### src/rtl/btn_pkg.sv
// btn_pkg: shared definitions for the btn_ctrl push-button controller.
//   - Byte offsets of the four bus-visible registers.
//   - Register-select enum produced by the address decoder.
package btn_pkg;

  localparam int BTN_DATA_W = 32;

  localparam int BTN_PRESSED_OFF  = 'h00;
  localparam int BTN_RELEASED_OFF = 'h04;
  localparam int BTN_LEVEL_OFF    = 'h08;
  localparam int BTN_IRQ_EN_OFF   = 'h0C;

  typedef enum logic [2:0] {
    SEL_NONE,
    SEL_PRESSED,
    SEL_RELEASED,
    SEL_LEVEL,
    SEL_IRQ_EN
  } btn_sel_e;

endpackage

### src/rtl/btn_debounce.sv
// btn_debounce: one button channel.
//   Optional inversion, 2-flop synchroniser, stability counter, debounced flop.
// Ports:
//   clk, rst_n    clock, asynchronous active-low reset
//   btn_raw_i     raw asynchronous pin
//   level_o       debounced level (registered)
//   rise_o        1 on the cycle whose edge takes level 0->1 (combinational)
//   fall_o        1 on the cycle whose edge takes level 1->0 (combinational)
module btn_debounce #(
  parameter int DEBOUNCE_CYCLES = 16,
  parameter int ACTIVE_LOW      = 0
) (
  input  logic clk,
  input  logic rst_n,
  input  logic btn_raw_i,
  output logic level_o,
  output logic rise_o,
  output logic fall_o
);

  localparam int CNT_W = $clog2(DEBOUNCE_CYCLES + 1);

  logic             raw;
  logic             sync1_q, sync2_q;
  logic [CNT_W-1:0] cnt_q, cnt_d;
  logic             level_q, level_d;

  assign raw = (ACTIVE_LOW != 0) ? ~btn_raw_i : btn_raw_i;

  // NOTE: sequential state uses non-blocking assignments so every flop samples
  // pre-edge values; a blocking assignment here would collapse the two
  // synchroniser stages into one.
  always_ff @(posedge clk or negedge rst_n) begin
    if (!rst_n) begin
      sync1_q <= 1'b0;
      sync2_q <= 1'b0;
      cnt_q   <= '0;
      level_q <= 1'b0;
    end else begin
      sync1_q <= raw;
      sync2_q <= sync1_q;
      cnt_q   <= cnt_d;
      level_q <= level_d;
    end
  end

  // The counter only advances while the synchronised input disagrees with the
  // accepted level; once it has counted DEBOUNCE_CYCLES disagreeing cycles,
  // one more disagreeing cycle flips the level.
  // NOTE: every output of this block gets a default first, so no path leaves a
  // signal unassigned and no latch is inferred.
  always_comb begin
    cnt_d   = cnt_q;
    level_d = level_q;
    if (sync2_q == level_q) begin
      cnt_d = '0;
    end else if (cnt_q == CNT_W'(DEBOUNCE_CYCLES)) begin
      level_d = ~level_q;
      cnt_d   = '0;
    end else begin
      cnt_d = cnt_q + CNT_W'(1);
    end
  end

  // Pulses are taken from the next state so the sticky bits in the parent set
  // on the same edge that the level changes.
  assign rise_o  =  level_d & ~level_q;
  assign fall_o  = ~level_d &  level_q;
  assign level_o =  level_q;

endmodule

### src/rtl/btn_ctrl.sv
// btn_ctrl: memory-mapped push-button controller.
//   NUM_BTNS debounced channels, sticky PRESSED/RELEASED registers (clear on
//   read, write-1-to-clear), LEVEL register, IRQ_EN mask and a registered
//   level interrupt.
// Ports:
//   clk, rst_n     clock, asynchronous active-low reset
//   btn            raw button pins
//   read_enable    bus read strobe (wins over write_enable)
//   write_enable   bus write strobe
//   address        register byte address
//   data_in        write data
//   data_out       registered read data, held until the next read
//   irq            registered OR of (PRESSED & IRQ_EN)
module btn_ctrl
  import btn_pkg::*;
#(
  parameter int ADDR_WIDTH      = 8,
  parameter int NUM_BTNS        = 4,
  parameter int DEBOUNCE_CYCLES = 16,
  parameter int ACTIVE_LOW      = 0
) (
  input  logic                  clk,
  input  logic                  rst_n,
  input  logic [NUM_BTNS-1:0]   btn,
  input  logic                  read_enable,
  input  logic                  write_enable,
  input  logic [ADDR_WIDTH-1:0] address,
  input  logic [BTN_DATA_W-1:0] data_in,
  output logic [BTN_DATA_W-1:0] data_out,
  output logic                  irq
);

  logic [NUM_BTNS-1:0]   level, rise, fall;
  logic [NUM_BTNS-1:0]   pressed_q, pressed_d;
  logic [NUM_BTNS-1:0]   released_q, released_d;
  logic [NUM_BTNS-1:0]   irq_en_q, irq_en_d;
  logic [NUM_BTNS-1:0]   clr_pressed, clr_released;
  logic [BTN_DATA_W-1:0] data_out_q, data_out_d, rd_data;
  logic                  irq_q;
  logic                  rd, wr;
  btn_sel_e              sel;

  // Bits of data_in above NUM_BTNS are ignored by design.
  logic unused_data_in;
  assign unused_data_in = ^data_in;

  for (genvar i = 0; i < NUM_BTNS; i++) begin : g_chan
    btn_debounce #(
      .DEBOUNCE_CYCLES(DEBOUNCE_CYCLES),
      .ACTIVE_LOW     (ACTIVE_LOW)
    ) u_deb (
      .clk      (clk),
      .rst_n    (rst_n),
      .btn_raw_i(btn[i]),
      .level_o  (level[i]),
      .rise_o   (rise[i]),
      .fall_o   (fall[i])
    );
  end

  always_comb begin
    sel = SEL_NONE;
    if      (address == ADDR_WIDTH'(BTN_PRESSED_OFF))  sel = SEL_PRESSED;
    else if (address == ADDR_WIDTH'(BTN_RELEASED_OFF)) sel = SEL_RELEASED;
    else if (address == ADDR_WIDTH'(BTN_LEVEL_OFF))    sel = SEL_LEVEL;
    else if (address == ADDR_WIDTH'(BTN_IRQ_EN_OFF))   sel = SEL_IRQ_EN;
  end

  // A simultaneous read and write performs only the read.
  assign rd = read_enable;
  assign wr = write_enable & ~read_enable;

  always_comb begin
    rd_data      = '0;
    clr_pressed  = '0;
    clr_released = '0;
    irq_en_d     = irq_en_q;

    case (sel)
      SEL_PRESSED:  rd_data[NUM_BTNS-1:0] = pressed_q;
      SEL_RELEASED: rd_data[NUM_BTNS-1:0] = released_q;
      SEL_LEVEL:    rd_data[NUM_BTNS-1:0] = level;
      SEL_IRQ_EN:   rd_data[NUM_BTNS-1:0] = irq_en_q;
      default:      rd_data = '0;
    endcase

    // Clear-on-read removes exactly the bits being returned.
    if (rd && sel == SEL_PRESSED)  clr_pressed  = pressed_q;
    if (rd && sel == SEL_RELEASED) clr_released = released_q;
    if (wr && sel == SEL_PRESSED)  clr_pressed  = data_in[NUM_BTNS-1:0];
    if (wr && sel == SEL_RELEASED) clr_released = data_in[NUM_BTNS-1:0];
    if (wr && sel == SEL_IRQ_EN)   irq_en_d     = data_in[NUM_BTNS-1:0];

    // An event arriving on the clearing edge survives the clear.
    pressed_d  = (pressed_q  & ~clr_pressed)  | rise;
    released_d = (released_q & ~clr_released) | fall;

    data_out_d = rd ? rd_data : data_out_q;
  end

  always_ff @(posedge clk or negedge rst_n) begin
    if (!rst_n) begin
      pressed_q  <= '0;
      released_q <= '0;
      irq_en_q   <= '0;
      data_out_q <= '0;
      irq_q      <= 1'b0;
    end else begin
      pressed_q  <= pressed_d;
      released_q <= released_d;
      irq_en_q   <= irq_en_d;
      data_out_q <= data_out_d;
      irq_q      <= |(pressed_q & irq_en_q);
    end
  end

  assign data_out = data_out_q;
  assign irq      = irq_q;

endmodule
### config.mk
export PLATFORM = sky130hd
export DESIGN_NAME = btn_ctrl
export DESIGN_NICKNAME = d
export VERILOG_FILES = /design/src/rtl/btn_pkg.sv /design/src/rtl/btn_debounce.sv /design/src/rtl/btn_ctrl.sv
export SDC_FILE = /design/constraint.sdc
export NUM_CORES = 1
export LEC_CHECK = 0
export CAP_MARGIN = 20
export CORE_ASPECT_RATIO = 1.2
export CORE_MARGIN = 10
export CORE_UTILIZATION = 25
export CTS_CLUSTER_SIZE = 40
export DETAILED_ROUTE_END_ITERATION = 10
export PLACE_DENSITY = 0.57
export REMOVE_ABC_BUFFERS = 1
export SKIP_LAST_GASP = 1
export SLEW_MARGIN = 40
export SYNTH_ARGS = -nofsm -noshare
export SYNTH_HDL_FRONTEND = slang
export SYNTH_SLANG_ARGS = --single-unit
export TNS_END_PERCENT = 30
### constraint.sdc
create_clock -name clk -period 3.6 [get_ports clk]
set_input_delay 0.54 -clock clk [delete_from_list [all_inputs] [get_ports clk]]
set_output_delay 0.54 -clock clk [all_outputs]
set_load 0.01 [all_outputs]
==> out/metrics.yaml <==
synth:
  synth_top_cell_by_area: "dfrtp_1"
  synth_area_um2: 2430
  syn-instance-count: 219
  syn_area_per_cell_um2: 11.10
  synthFlopType: "dfrtp_1"
  synth_area_leaders: "dfrtp_1, buf_4, ha_1, mux4_2, inv_1"
  synth_top_area_share_pct: 50.46
  async_reset_ff_share_pct: 100.0
  yosysSeqAreaShare_pct: 50.46
  synth-edff-count: 0
  synth.distinct_cells: 30
  yosys_warnings: 0
  synth_seq_cells: 49
critical_path:
  arrival_ps: 2510
  cp_data_required_time_ps: 3770
  cp_max_fo: 7
  path_class: "primary input to register"
  reg2reg_slack_ps: 2040
  cpPeakStageDelay_ps: 670
  worstSetupEndpointType: "register"
  cpMaxStageDelayCell: "or4_1"
  start_kind: "primary input"
  crit_chain: "clkdlybuf4s50_1 -> or4_1 -> or4_4 -> mux2_4"
  crit-reg2reg-launch: "g_chan[1].u_deb.cnt_q[0]$_DFF_PN0_"
  rr_worst_depth: 5
  regToRegEndpoint: "released_q[1]$_DFF_PN0_"
floorplan:
  core_area_um2: 9515
  fp.dieW_um: 110.0
  start_util_pct: 25.54
  fp.dieH_um: 128.0
  num_rows: 39
  die_area_um2: 14080
  num_io_pins: 81
clock_network:
  cts_resized: 0
  cts-root-buf: "clkbuf_16"
  htree_levels: 2
  cts.hold.buffers_added: 0
  tritoncts: "built"
  clk_pin_slew_ps: 60
  clkLatencyLatePin_ps: 280
  cts_buffer_depth: 2
  postCtsSetupRepairBufs: 0
  cts_made_buffers: 5
  clock_sinks: 49
layout:
  area_growth_syn_to_layout_pct: 17.92
  fin_util_pct: 30.11
  layout-drive-gt1-share_pct: 7.287
  final_common_cell: "dfrtp_1"
  multi_input_area_um2: 996.0
  layout.nets: 302
  fillers: 974
  register_area_um2: 1226
  num_antenna_cells: 0
  layout_common_cells: "dfrtp_1, conb_1, clkdlybuf4s50_1"
grt:
  grt_pass1_wl_um: 7948
  gr-total-overflow: 0
  grt_pass1_vias: 1619
  track_usage_pct: 7.008
  antenna_found_initial: 0
  grt_max_degree: 50
min_path:
  hold_path_class: "primary input to asynchronous set/reset pin"
flow_run:
  max_cap_viol_count: 0
outcome:
  status: "complete, no violations"
power:
  internal_power_uw: 987.8
  p_switching_uw: 291.2
  switching_share_pct: 22.77
  power_density_nw_per_um2: 446.4
  total_power_uw: 1279
  p_leak_uw: 0.001292
  comb_power_share_pct: 9.8
  seqPwrFrac_pct: 47.8
  power_frac_clock_pct: 42.4
  irDropWorstVdd_mv: 0.2681
detailed_routing:
  via_count: 1540
  dr.pass1.iters: 4
  drt_iter0_drc: 62
  antenna_left: 0
  drc: 0
  vias_per_cell: 4.162
  avgRoutedWirePerCell_um: 12.85
  detail_route.wirelength_um: 4753
place:
  hpwlAfterDp_um: 3609
  gp_congestion: 0.7717
  place.port_buffers: 24
sta:
  skew_ps: 4.514
  min_period_over_period_pct: 64.96
  fmax_mhz: 427.6
  hold_viol: 0
  max_slew_margin_pct: 55.83
  fin_tns_setup_ps: 0
  drv_slew: 0
  rsz0062_at_grt: "false"
  tightestPinTransition_ps: 653.6
  period_minus_slack_ps: 2339
  setup_viol: 0
-- sequential cells by signal, indices dropped and copies added, names as in the netlist, 4 cells and up --
name	flops
g_chan.u_deb.level_o	4
g_chan.u_deb.cnt_q	20
data_out	4
irq_en_q	4
released_q	4
g_chan.u_deb.sync2_q	4
g_chan.u_deb.sync1_q	4
pressed_q	4
-- power groups by stage --
stage               sequential (uW)  clock (uW)  combinational, uW
detailed placement              622           0                126
CTS                             612         560                127
global route                    617         585                143
floorplan                       614           0               71.9
finish                          611         542                126
global placement                621           0                123
-- synth_stat cells, types with 3 or more instances --
cell type	n
nor2_1	13
o21ai_0	12
and2_1	6
nand2_1	12
xor2_1	8
a21oi_1	4
a32oi_1	8
inv_1	21
xnor2_1	8
nor4bb_1	4
dfrtp_1	49
mux2_4	4
mux4_2	4
buf_4	28
o31ai_1	3
ha_1	8
a22o_1	4
nand3_1	8
-- per-layer routing --
metal / share of wire [%] / vias up / GRT usage [%]
met5: 0 / - / 0
met4: 1.2 / 0 / 2.761
met3: 7.2 / 4 / 2.465
met2: 44 / 40 / 9.815
met1: 48 / 754 / 9.544
li1: - / 742 / -
-- final cells by class --
cell class              count  area share (%)
repair buffers             24           8.297
inverters                  21           2.751
clock buffers               7           4.978
multi-input cells         145           34.76
well taps                 123           5.371
flip-flops and latches     49           42.79
clock inverters             1           1.048
-- critical path, delay by kind of cell --
family                 cells  cell delay (ps)
muxes                      1              320
and+or+nand+nor            2             1260
buffers and inverters      1              390
-- cell families (layout without fill, tap and decap cells) --
group	Yosys count	after routing	share of synthesized area (%)
simple gates	52	52	11.43
buf+inv	52	53	12.72
flops	49	49	50.46
compound gates	33	33	9.166
xor+xnor	16	16	5.767
fa+ha+maj	8	8	4.120
mux	8	8	6.179
other cells	1	28	0.1543
-- worst max-delay path by stage --
stage / startpoint / endpoint / depth (start not counted)
floorplan: address[5] / irq_en_q[0]$_DFFE_PN0P_ / 3
global placement: address[5] / irq_en_q[0]$_DFFE_PN0P_ / 4
detailed placement: address[5] / irq_en_q[3]$_DFFE_PN0P_ / 4
CTS: address[5] / irq_en_q[2]$_DFFE_PN0P_ / 4
global route: address[5] / released_q[3]$_DFF_PN0_ / 4
finish: address[5] / irq_en_q[2]$_DFFE_PN0P_ / 4
-- through the flow --
stage               setup WS, ps  cell area (um^2)  std cells  hold slack (ps)
floorplan                   1473              2301        215            244.4
global placement           974.2              2690        362            331.6
detailed placement         966.8              2693        362            337.2
CTS                         1273              2865        370            299.0
global route                1199              2865        370            336.2
finish                      1261              2865        370            270.7
Note: power is estimated with default switching activity, not from simulation.
